[config.mk]
export PLATFORM = sky130hd
export DESIGN_NAME = run_controller
export DESIGN_NICKNAME = d
export VERILOG_FILES = /design/src/rtl/run_controller.sv
export SDC_FILE = /design/constraint.sdc
export NUM_CORES = 1
export LEC_CHECK = 0
export ABC_AREA = 1
export CAP_MARGIN = 20
export CORE_MARGIN = 2
export CORE_UTILIZATION = 56
export DETAILED_ROUTE_END_ITERATION = 6
export GPL_TIMING_DRIVEN = 0
export PLACE_DENSITY = 0.94
export SKIP_CTS_REPAIR_TIMING = 1
export SYNTH_ARGS = -nofsm -noshare
export SYNTH_HDL_FRONTEND = slang
export SYNTH_SLANG_ARGS = --single-unit
[constraint.sdc]
create_clock -name clk -period 4.7 [get_ports clk]
set_input_delay 0.47 -clock clk [delete_from_list [all_inputs] [get_ports clk]]
set_output_delay 0.47 -clock clk [all_outputs]
set_load 0.05 [all_outputs]
[src/rtl/run_controller.sv]
// Benchmark run sequencer: holds the CPU in reset for a few cycles after start,
// counts run cycles until halt or a cycle limit, then freezes the CPU and keeps the results.
module run_controller #(
  parameter int unsigned RESET_CYCLES = 2,
  parameter int unsigned MAX_CYCLES   = 1000
) (
  input  logic        clk,
  input  logic        reset,
  input  logic        start,
  input  logic        halt,
  input  logic [31:0] result_in,
  output logic        cpu_reset,
  output logic        busy,
  output logic        done,
  output logic        timeout,
  output logic [31:0] run_cycles,
  output logic [31:0] result
);

  // Control protocol: start is a one-cycle request, accepted only in IDLE, DONE
  // or TIMEOUT and ignored otherwise; halt is a level, acted on only in RUN, and
  // result_in is captured on the same edge that sees halt=1. There is no back-pressure.

  typedef enum logic [2:0] {
    IDLE       = 3'd0,
    RESET_HOLD = 3'd1,
    RUN        = 3'd2,
    DONE       = 3'd3,
    TIMEOUT    = 3'd4
  } state_t;

  // A zero-cycle hold is stretched to one cycle so the CPU always sees a reset.
  localparam int unsigned HOLD_LAST   = (RESET_CYCLES == 0) ? 0 : RESET_CYCLES - 1;
  localparam logic [31:0] HOLD_LAST_W = 32'(HOLD_LAST);
  localparam logic [31:0] MAX_W       = 32'(MAX_CYCLES);

  state_t      state;
  logic [31:0] hold_cnt;

  always_ff @(posedge clk or posedge reset) begin
    if (reset) begin
      state      <= IDLE;
      cpu_reset  <= 1'b1;
      busy       <= 1'b0;
      done       <= 1'b0;
      timeout    <= 1'b0;
      run_cycles <= '0;
      result     <= '0;
      hold_cnt   <= '0;
    end else begin
      case (state)
        IDLE, DONE, TIMEOUT: begin
          if (start) begin
            state      <= RESET_HOLD;
            hold_cnt   <= '0;
            run_cycles <= '0;
            cpu_reset  <= 1'b1;
            busy       <= 1'b1;
            done       <= 1'b0;
            timeout    <= 1'b0;
          end
        end
        RESET_HOLD: begin
          if (hold_cnt >= HOLD_LAST_W) begin
            state     <= RUN;
            cpu_reset <= 1'b0;
          end else begin
            hold_cnt <= hold_cnt + 32'd1;
          end
        end
        RUN: begin
          // halt wins over the limit when both occur on the same cycle.
          if (halt) begin
            state     <= DONE;
            result    <= result_in;
            cpu_reset <= 1'b1;
            busy      <= 1'b0;
            done      <= 1'b1;
          end else if (run_cycles == MAX_W) begin
            state     <= TIMEOUT;
            cpu_reset <= 1'b1;
            busy      <= 1'b0;
            timeout   <= 1'b1;
          end else if (run_cycles != 32'hFFFF_FFFF) begin
            run_cycles <= run_cycles + 32'd1;
          end
        end
        default: begin
          state     <= IDLE;
          cpu_reset <= 1'b1;
          busy      <= 1'b0;
          done      <= 1'b0;
          timeout   <= 1'b0;
        end
      endcase
    end
  end

endmodule

; ---- Word-level counts from Yosys, hierarchy flattened
; Index checks and enable logic that the tools add are counted.
[op_classes]
eq_ne = 15
reduce_logical = 11
n_lt_le_gt_ge = 1
addsub = 2
n_bitwise = 1
n_mux = 25
[ops]
columns = op, count
row1 = 2-to-1 mux 32 bit, 5
row2 = one-hot mux 32 bit (2 select lines), 2
row3 = "adder 32 x 1 -> 32 bit, second input constant", 2
row4 = "== test 32 x 10 -> 1 bit, second input constant", 1
row5 = ">= comparator 32 x 1 -> 1 bit, second input constant", 1
row6 = "!= test 32 bit, second input constant", 1
row7 = "!= test 2 bit, second input constant", 8
row8 = 2-to-1 mux 3 bit, 4
row9 = one-hot mux 1 bit (3 select lines), 4
row10 = AND reduction 3 bit, 4
row11 = 2-to-1 mux 1 bit, 9
row12 = one-hot mux 3 bit (3 select lines), 1
row13 = "== test 3 x 2 -> 1 bit, second input constant", 2
row14 = AND reduction 5 bit, 1
row15 = AND reduction 4 bit, 1
row16 = nonzero test 2 bit, 2
row17 = "== test 3 x 1 -> 1 bit, second input constant", 1
row18 = "== test 3 bit, second input constant", 1
row19 = zero test 3 bit, 1
row20 = "!= test 3 bit, second input constant", 1
row21 = OR reduction 3 bit, 1
row22 = AND reduction 2 bit, 1
row23 = inverter 1 bit, 1
[totals]
inputBits = 36
output_inout_bits = 68
reg_bits = 103
wordCells = 63

; ---- Depth between registers and ports, before layout
; Gate-level depths: netlist (run 1).
[depth]
word_depth = 5
ltp_mapped = 13
mapped_depth_nobuf = 12

; ---- Worst setup path after synthesis (run 1)
; Ideal clock, no wire load.
[synth_path]
kind = reg-to-reg
from = register run_cycles[0]
to = register run_cycles[28]
arrival_ps = 1988
path_slack_ps = 2592
t_required_ps = 4580
stages_incl_launch_ff = 12
setup_ps = 120
cell_sequence = dfrtp_1 ha_1 nand3_2 inv_2 nand2_2 nor2_4 nand3_2 nand3_2 nand2_4 buf_2 nand3_1 nand2_1
[synth_between]
elab_chain_len = 5
word_cells_on_any_way = 10
cone_classes = add/sub (1) / eq/ne (4) / mux (4) / reduce/logical (1)
[synth_rtl]
columns = item, line
row1 = "start, declared", 16  ; output logic [31:0] run_cycles,
row2 = "start signal, assigned", 85  ; run_cycles <= run_cycles + 32'd1;
row3 = adder 32 x 1 -> 32 bit, 85
row4 = 2-to-1 mux 32 bit, 84  ; end else if (run_cycles != 32'hFFFF_FFFF) begin
row5 = 2-to-1 mux 32 bit, 79  ; end else if (run_cycles == MAX_W) begin
row6 = 2-to-1 mux 32 bit, 73  ; if (halt) begin
row7 = one-hot mux 32 bit (2 select lines), 51  ; case (state)
; Several ways; a longest one is shown, not always the timed one. The select of a mux whose other input is x is not followed.
; A chain may end at the register's enable or synchronous reset.

; ---- Worst setup path in the final report (run 1)
[layout_path]
from = register run_cycles[0]
to = output run_cycles[0]
; No word-level cell between the ends.

==> results.yml, run 1 <==
sta:
  tightest_slew_ps: 576.8
  fin_setup_tns_ps: 0
  hold_viol_final: 0
  setup_ws_ps: 2407
  period_share_pct: 48.80
  fin_skew_ps: 18.07
  max_slew_margin_pct: 61.55
  final_max_slew_viol_count: 0
  period_minus_slack_ps: 2293
  fmax_ghz: 0.4360
  grt_setup_unrepaired: "false"
  setup_viol: 0
setup_path:
  required_ps: 4230
  r2r-end: "run_cycles[23]$_DFFE_PP0P_"
  crit_path_end: "run_cycles[0]"
  cp-start-kind: "flop"
  critPathLaunch: "run_cycles[0]$_DFFE_PP0P_"
  r2r_slack_ps: 2460
  worst_setup_path_end_kind: "output port"
  slowest_delay_ps: 870
  cp.depth: 1
  reg2regPathDepth: 11
  path_class: "reg2out"
  slowest_stage: "clkdlybuf4s50_1"
  path_buf_inv: 1
  path_cells: "clkdlybuf4s50_1"
  r2r-start: "run_cycles[0]$_DFFE_PP0P_"
  path_max_fanout: 9
  worst-endpoint-arrival_ps: 1820
  path_delay_family: "buffers and inverters"
placed_design:
  dpl-instance-area_um2: 6555
  dp_slack_ps: 2517
  hpwl_um: 10880
  gp_congestion: 1.019
  port_buffers: 103
grt:
  grt_overflow: 0
  grt_first_pass_wirelength_um: 23530
  grt_usage_pct: 29.18
  grt_pass1_vias: 4931
  antenna_found_initial: 0
  grt_max_degree: 59
clock_tree:
  cts_max_level: 3
  clockBufferDepth: 2
  insertion_delay_ps: 380
  cts_root_buffer: "clkbuf_8"
  cts_buffers: 9
  clkTransAtPathRegs_ps: 110
  clock-sinks: 103
  cts_tree: "yes"
final_layout:
  final_layout_size_suffix_gt1_share_pct: 10.71
  area_delta_synth_final_pct: 27.01
  nFillCells: 673
  diodes: 0
  layout_commonest_cell: "nand2_1"
  layout_common_cells: "208 x nand2_1, 105 x nor2_1, 103 x clkdlybuf4s50_1, 102 x dfrtp_1, 66 x inv_1"
  final_area_um2: 6773
  fin_util_pct: 73.30
  fin_nets: 830
synthesis:
  synth_seq_cells: 103
  yosysWarnings: 0
  syn_nets: 715
  netlist_area_um2: 5333
  yosysUniqueCellTypes: 28
  ys_seq_area_share_pct: 48.36
  synthesis.area_per_instance_um2: 7.912
  synth_cells: 674
drt:
  drc: 0
  wl_per_cell_um: 15.56
  postRouteAntennaNets: 0
  vias_per_cell: 5.328
  dr_total_vias: 4918
  drt_iter0_markers: 336
  firstDrtPassIters: 5
  drt_wl_total_um: 14360
floorplan:
  die_area_um2: 10320
  core_area_um2: 9240
  ioPinCount: 104
  die_x_um: 101.6
  initial_core_util_pct: 57.71
  rows: 35
  die_h_um: 101.6
pwr:
  p_leak_nw: 3.068
  power.density_nw_per_um2: 548.5
  irDropWorstVdd_v: 0.0006344
flow_run:
  max-cap-violations: 0
outcome:
  status: "finished, final reports clean"
min_path:
  hold_class: "reg2reg"
## worst min-delay path by stage
stage,slack [ps],cells after the start,from,to
after floorplan,470,2,hold_cnt[1]$_DFFE_PP0P_,hold_cnt[1]$_DFFE_PP0P_
after global placement,460,2,cpu_reset$_DFFE_PP1P_,cpu_reset$_DFFE_PP1P_
after detailed placement,470,2,cpu_reset$_DFFE_PP1P_,cpu_reset$_DFFE_PP1P_
after CTS,490,2,cpu_reset$_DFFE_PP1P_,cpu_reset$_DFFE_PP1P_
after global routing,500,2,cpu_reset$_DFFE_PP1P_,cpu_reset$_DFFE_PP1P_
final,490,2,cpu_reset$_DFFE_PP1P_,cpu_reset$_DFFE_PP1P_
## synth_stat cells (all sizes together)
cell type / number / area [µm²]
a21oi: 28 / 140.1
dfstp: 1 / 26.28
inv: 72 / 270.3
dfrtp: 102 / 2552
nand2: 211 / 809.5
o21ai: 2 / 13.76
nor3: 2 / 15.01
a22oi: 1 / 7.510
nand3: 62 / 330.3
clkbuf: 3 / 11.26
buf: 20 / 116.4
mux2: 32 / 360.4
a21boi: 2 / 15.01
ha: 5 / 62.56
xnor2: 4 / 35.03
xor2: 12 / 105.1
nor2: 107 / 411.7
nand4: 8 / 50.05
## layer usage
metal  part of all wire [%]  GRT usage [%]  up-vias
met5                      0              0        -
met4                    2.5          10.50        0
met3                    7.3          7.384       31
met2                     51          51.21      218
met1                     39          34.64     2340
li1                       -              -     2329
## where the power goes
group,switching [W],leakage [nW],internal [W]
sequential,0.000121,1.36,0.00107
clock,0.000349,0.107,0.000262
combinational,0.00129,1.60,0.000621
## sequential cells by signal, summed over array words and instances (netlist names)
register / count
result: 32
timeout: 1
hold_cnt: 32
cpu_reset: 1
done: 1
run_cycles: 32
busy: 1
state: 3
## cell families (layout without fill, tap and decap cells)
group / Yosys count / in the layout / share of synthesized area, %
multiplexers: 32 / 32 / 6.757
flip-flops: 103 / 103 / 48.36
AO/OA/AOI/OAI: 33 / 33 / 3.308
buffers and inverters: 95 / 215 / 7.461
XOR/XNOR: 16 / 16 / 2.628
AND/OR/NAND/NOR: 390 / 390 / 30.31
adder cells (fa/ha/maj): 5 / 5 / 1.173
## cell type report
cell class              instances  area (µm²)  area share [%]
flip-flops and latches        103        2579           38.07
multi-input cells             476        2356           34.79
repair buffers                104        1059           15.63
inverters                      72       272.8           4.027
well taps                     129       161.4           2.383
plain buffers                  23       127.6           1.884
clock buffers                   9       123.9           1.829
clock inverters                 7       93.84           1.386
## per-stage QoR
| step | hold slack, ps | total power (W) | instances |
|---|---|---|---|
| CTS | 485.6 | 0.003717 | 923 |
| detailed placement | 466.6 | 0.003094 | 907 |
| global route | 499.8 | 0.003885 | 923 |
| global placement | 455.8 | 0.003004 | 906 |
| finish | 489.6 | 0.003715 | 923 |
| floorplan | 467.5 | 0.002468 | 674 |
(Power assumes the default switching activity.)
==> inputs of run 2 (changes only) <==
--- a/config.mk
+++ b/config.mk
@@ -8,10 +8,10 @@
 export ABC_AREA = 1
 export CAP_MARGIN = 20
 export CORE_MARGIN = 2
-export CORE_UTILIZATION = 56
+export CORE_UTILIZATION = 47
 export DETAILED_ROUTE_END_ITERATION = 6
 export GPL_TIMING_DRIVEN = 0
-export PLACE_DENSITY = 0.94
+export PLACE_DENSITY = 0.85
 export SKIP_CTS_REPAIR_TIMING = 1
 export SYNTH_ARGS = -nofsm -noshare
 export SYNTH_HDL_FRONTEND = slang
==> constraint.sdc (replaced) <==
create_clock -name clk -period 2 [get_ports clk]
set_input_delay 0.2 -clock clk [delete_from_list [all_inputs] [get_ports clk]]
set_output_delay 0.2 -clock clk [all_outputs]
set_load 0.05 [all_outputs]
==> run 2 against run 1 <==
  * Via count is 3.2% lower
  * Clock skew is 7.8 ps lower
  * Global-route usage is 6.6 points lower
  * Worst hold slack worse by 260 ps
  * Die area is 18% higher
  * Core utilization is 9.6 points lower
  * Combinational power is 130% higher
  * Register-to-register slack worse by 2400 ps
  * Flip-flop and latch count stayed put
  * Largest power group unchanged
==> results.yml, run 2 (synthesis results as in run 1) <==
final_layout:
  final_layout_size_suffix_gt1_share_pct: 12.09
  layout_commonest_cell: "nand2_1"
  layout_common_cells: "207 x nand2_1, 104 x nor2_1, 103 x clkdlybuf4s50_1, 100 x dfrtp_1, 66 x inv_1"
  final_area_um2: 6962
  final_cells: 942
  fin_util_pct: 63.66
  reg_top3: "hold_cnt (32), result (32), run_cycles (32)"
  fin_nets: 838
  area_delta_synth_final_pct: 30.55
  nFillCells: 938
  diodes: 0
sta:
  timing.hold.ws_ps: 225.0
  hold_viol_final: 0
  setup_viol: 0
  tightest_slew_ps: 556.5
  final_max_slew_viol_count: 0
  max_slew_margin_pct: 62.78
  fin_setup_tns_ps: 0
  grt_setup_unrepaired: "true"
  fmax_ghz: 0.5129
  period_share_pct: 97.49
  period_minus_slack_ps: 1950
  fin_skew_ps: 10.30
grt:
  grt_overflow: 0
  grt_pass1_vias: 4728
  grt_usage_pct: 22.58
  antenna_found_initial: 0
  grt_first_pass_wirelength_um: 22630
  grt_max_degree: 30
flow_run:
  max-cap-violations: 0
setup_path:
  worst-endpoint-arrival_ps: 1750
  path_cells: "clkdlybuf4s50_1"
  slowest_delay_ps: 870
  slowest_stage: "clkdlybuf4s50_1"
  path_class: "reg2out"
  path_max_fanout: 6
  worst_setup_path_end_kind: "output port"
  cp-start-kind: "flop"
  path_delay_family: "buffers and inverters"
  path_buf_inv: 1
  required_ps: 1800
clock_tree:
  cts_buffers: 9
  clock-sinks: 103
  clkTransAtPathRegs_ps: 70
  insertion_delay_ps: 350
  cts_max_level: 3
  cts_tree: "yes"
  clockBufferDepth: 2
  cts_root_buffer: "clkbuf_16"
floorplan:
  rows: 38
  core_area_um2: 10940
  die_h_um: 110.5
  die_x_um: 110.5
  initial_core_util_pct: 48.76
  ioPinCount: 104
  die_area_um2: 12210
drt:
  dr_total_vias: 4761
  postRouteAntennaNets: 0
  drc: 0
  firstDrtPassIters: 4
  vias_per_cell: 5.054
  wl_per_cell_um: 14.02
  drt_iter0_markers: 257
  drt_wl_total_um: 13210
pwr:
  p_leak_nw: 3.142
  irDropWorstVdd_v: 0.001390
  power.density_nw_per_um2: 1289
placed_design:
  port_buffers: 103
  hpwl_um: 10290
  gp_congestion: 1.020
  dpl.cell_count: 920
  dpl-instance-area_um2: 6605
outcome:
  status: "finished, final reports clean"
min_path:
  hold_class: "in2async"
-- run 2: cell types whose count changed in the layout (fill, tap and decap cells not counted), sizes merged --
cell    change
buf         +7
inv         -1
clkbuf      +2
bufinv      -1
clkinv      +1
-- run 2: area by class of cell --
type / count / area (µm²) / area share (%)
tap: 140 / 175.2 / 2.516
clock inverter: 6 / 62.56 / 0.8986
clock buffer: 10 / 229.0 / 3.289
timing repair buffer: 112 / 1136 / 16.32
multi-input combinational: 476 / 2374 / 34.09
buffer: 23 / 130.1 / 1.869
sequential: 103 / 2581 / 37.08
inverter: 72 / 274.0 / 3.936
-- run 2: through the flow --
| step | worst slack, ps | power (W) |
|---|---|---|
| global placement | -591.6 | 0.007076 |
| floorplan | 90.71 | 0.005802 |
| finish | 50.23 | 0.008972 |
| global route | -12.28 | 0.009435 |
| CTS | -82.75 | 0.008955 |
| detailed placement | -64.15 | 0.007206 |
-- run 2: routing by layer --
metal	part of all wire (%)	up-vias	GRT usage, %	wire (µm)
met5	0	-	0	0
met4	2.3	0	6.917	301
met3	6.4	28	5.159	843
met2	49	149	38.24	6437
met1	43	2235	28.90	5624
li1	-	2349	-	-
-- run 2: final timing paths --
path / start / to / slack [ps] / depth (start not counted)
setup / recovery: run_cycles[21]$_DFFE_PP0P_ / run_cycles[21] / 50 / 1
hold / removal: reset / run_cycles[28]$_DFFE_PP0P_ / 230 / 2
setup reg to reg: run_cycles[0]$_DFFE_PP0P_ / run_cycles[28]$_DFFE_PP0P_ / 110 / 12
hold reg to reg: cpu_reset$_DFFE_PP1P_ / cpu_reset$_DFFE_PP1P_ / 470 / 2
max in group asynchronous: reset / result[21]$_DFFE_PP0P_ / 1050 / 4
min in group clk: result_in[1] / result[1]$_DFFE_PP0P_ / 450 / 2
-- run 2: where the power goes --
group | leakage [nW] | total [W] | switching, W | internal (W)
Combinational | 1.64 | 0.00446 | 0.00295 | 0.00151
Sequential | 1.36 | 0.00277 | 0.000257 | 0.00251
Clock | 0.143 | 0.00174 | 0.000858 | 0.000882
==> inputs of run 3 (changes only) <==
--- a/config.mk
+++ b/config.mk
@@ -8,10 +8,11 @@
 export ABC_AREA = 1
 export CAP_MARGIN = 20
 export CORE_MARGIN = 2
-export CORE_UTILIZATION = 47
+export CORE_UTILIZATION = 56
 export DETAILED_ROUTE_END_ITERATION = 6
 export GPL_TIMING_DRIVEN = 0
-export PLACE_DENSITY = 0.85
+export HOLD_SLACK_MARGIN = 0.12
+export PLACE_DENSITY = 0.94
 export SKIP_CTS_REPAIR_TIMING = 1
 export SYNTH_ARGS = -nofsm -noshare
 export SYNTH_HDL_FRONTEND = slang
==> constraint.sdc (replaced) <==
create_clock -name clk -period 2.4 [get_ports clk]
set_input_delay 0.24 -clock clk [delete_from_list [all_inputs] [get_ports clk]]
set_output_delay 0.24 -clock clk [all_outputs]
set_load 0.05 [all_outputs]
==> run 3 against run 2 <==
  * First-iteration DRC count is 44% higher
  * Clock skew is 5.8 ps higher
  * Final cell count is 1.9% lower
  * Cell area is 2.7% lower
  * Critical path depth is 10 higher
  * Critical path type is now reg2reg
  * Flip-flop and latch count stayed put
==> results.yml, run 3 (synthesis results as in run 1) <==
drt:
  postRouteAntennaNets: 0
  vias_per_cell: 5.280
  wl_per_cell_um: 15.25
  dr_total_vias: 4879
  drt_wl_total_um: 14090
  drc: 0
  drt_iter0_markers: 371
  firstDrtPassIters: 5
clock_tree:
  insertion_delay_ps: 380
  cts_tree: "yes"
  cts_root_buffer: "clkbuf_8"
  clock-sinks: 103
  clkTransAtPathRegs_ps: 110
  clockBufferDepth: 2
  cts_buffers: 9
  cts_max_level: 3
final_layout:
  area_delta_synth_final_pct: 26.96
  final_layout_size_suffix_gt1_share_pct: 10.82
  layout_commonest_cell: "nand2_1"
  nFillCells: 668
  fin_nets: 831
  reg_top3: "hold_cnt (32), result (32), run_cycles (32)"
  layout_common_cells: "208 x nand2_1, 105 x nor2_1, 103 x clkdlybuf4s50_1, 102 x dfrtp_1, 66 x inv_1"
  diodes: 0
floorplan:
  initial_core_util_pct: 57.71
  die_x_um: 101.6
  rows: 35
  ioPinCount: 104
  die_h_um: 101.6
  core_area_um2: 9240
  die_area_um2: 10320
sta:
  fin_setup_tns_ps: 0
  fmax_ghz: 0.4627
  hold_viol_final: 0
  period_minus_slack_ps: 2161
  max_slew_margin_pct: 58.12
  tightest_slew_ps: 628.2
  final_max_slew_viol_count: 0
  fin_skew_ps: 16.15
  period_share_pct: 90.05
  grt_setup_unrepaired: "false"
  setup_viol: 0
setup_path:
  worst-endpoint-arrival_ps: 2430
  path_delay_family: "simple AND/OR/NAND/NOR gates"
  required_ps: 2660
  slowest_delay_ps: 550
  reg2regPathDepth: 11
  slowest_stage: "dfrtp_1"
  path_class: "reg2reg"
  path_buf_inv: 2
  r2r_slack_ps: 240
  cp.depth: 11
  path_cells: "ha_1 -> nand3_2 -> inv_2 -> nand2_2 -> nor2_4 -> nand3_2 -> nand3_2 -> nand2_4 -> buf_2 -> nand3_1 -> nand2_1"
  path_max_fanout: 10
  cp-start-kind: "flop"
  path_common_cell: "nand3_2"
  critPathLaunch: "run_cycles[0]$_DFFE_PP0P_"
  worst_setup_path_end_kind: "flop"
  r2r-end: "run_cycles[24]$_DFFE_PP0P_"
  r2r-start: "run_cycles[0]$_DFFE_PP0P_"
  crit_path_end: "run_cycles[24]$_DFFE_PP0P_"
flow_run:
  max-cap-violations: 0
pwr:
  power.density_nw_per_um2: 1055
  p_leak_nw: 3.062
  p_total_w: 0.007141
  irDropWorstVdd_v: 0.0009726
grt:
  grt_pass1_vias: 4990
  grt_first_pass_wirelength_um: 23640
  grt_max_degree: 41
  grt_usage_pct: 29.14
  antenna_found_initial: 0
  grt_overflow: 0
outcome:
  status: "finished, final reports clean"
placed_design:
  port_buffers: 103
  gp_congestion: 0.9692
  hpwl_um: 10750
min_path:
  hold_class: "in2async"
## run 3: changes by cell type in the layout (fill, tap and decap cells not counted), moves of 2 or more
| cell | previous run | this run |
|---|---|---|
| inv_6 | 3 | 1 |
| clkbuf_8 | 0 | 10 |
| buf_4 | 6 | 0 |
| clkbuf_16 | 9 | 0 |
| dfrtp_2 | 2 | 0 |
| dfrtp_1 | 100 | 102 |
## run 3: routing by layer
layer	GRT usage (%)	wire length (µm)	vias up
met5	0	0	-
met4	10.08	313	0
met3	6.901	1109	32
met2	50.61	7070	234
met1	35.52	5599	2278
li1	-	-	2335
## run 3: through the flow
| step | hold slack [ps] | std cells | setup WS (ps) | utilization (%) | area [µm²] |
|---|---|---|---|---|---|
| detailed placement | 467.2 | 908 | 296.5 | 71.09 | 6569 |
| global route | 323.4 | 924 | 90.59 | 73.27 | 6770 |
| finish | 269.7 | 924 | 238.9 | 73.27 | 6770 |
| global placement | 457.9 | 906 | 11.62 | 70.66 | 6529 |
| CTS | 282.1 | 924 | 246.5 | 73.27 | 6770 |
| floorplan | 383.1 | 674 | 291.9 | - | 5336 |
## run 3: worst min-delay path by stage
stage                           from                        end  slack [ps]  depth (start not counted)
2_1_floorplan                   halt           done$_DFFE_PP0P_         380                          2
3_3_place_gp   cpu_reset$_DFFE_PP1P_      cpu_reset$_DFFE_PP1P_         460                          2
3_5_place_dp   cpu_reset$_DFFE_PP1P_      cpu_reset$_DFFE_PP1P_         470                          2
4_1_cts                        reset  run_cycles[1]$_DFFE_PP0P_         280                          2
5_1_grt                        reset  run_cycles[1]$_DFFE_PP0P_         320                          2
6_report                       reset  run_cycles[1]$_DFFE_PP0P_         270                          2
## run 3: cell type report
| type | count | area (µm²) | area share [%] |
|---|---|---|---|
| multi-input cells | 476 | 2356 | 34.80 |
| inverters | 72 | 274.0 | 4.047 |
| repair buffers | 105 | 1071 | 15.82 |
| well taps | 129 | 161.4 | 2.384 |
| clock inverters | 6 | 63.81 | 0.9425 |
| plain buffers | 23 | 127.6 | 1.885 |
| clock buffers | 10 | 137.6 | 2.033 |
| flip-flops and latches | 103 | 2579 | 38.09 |
## run 3: report_power, final
part | switching, W | internal (W) | total [W]
combinational | 0.00249 | 0.00121 | 0.00370
sequential | 0.000234 | 0.00209 | 0.00233
clock | 0.000677 | 0.000435 | 0.00111
total | 0.00340 | 0.00374 | 0.00714
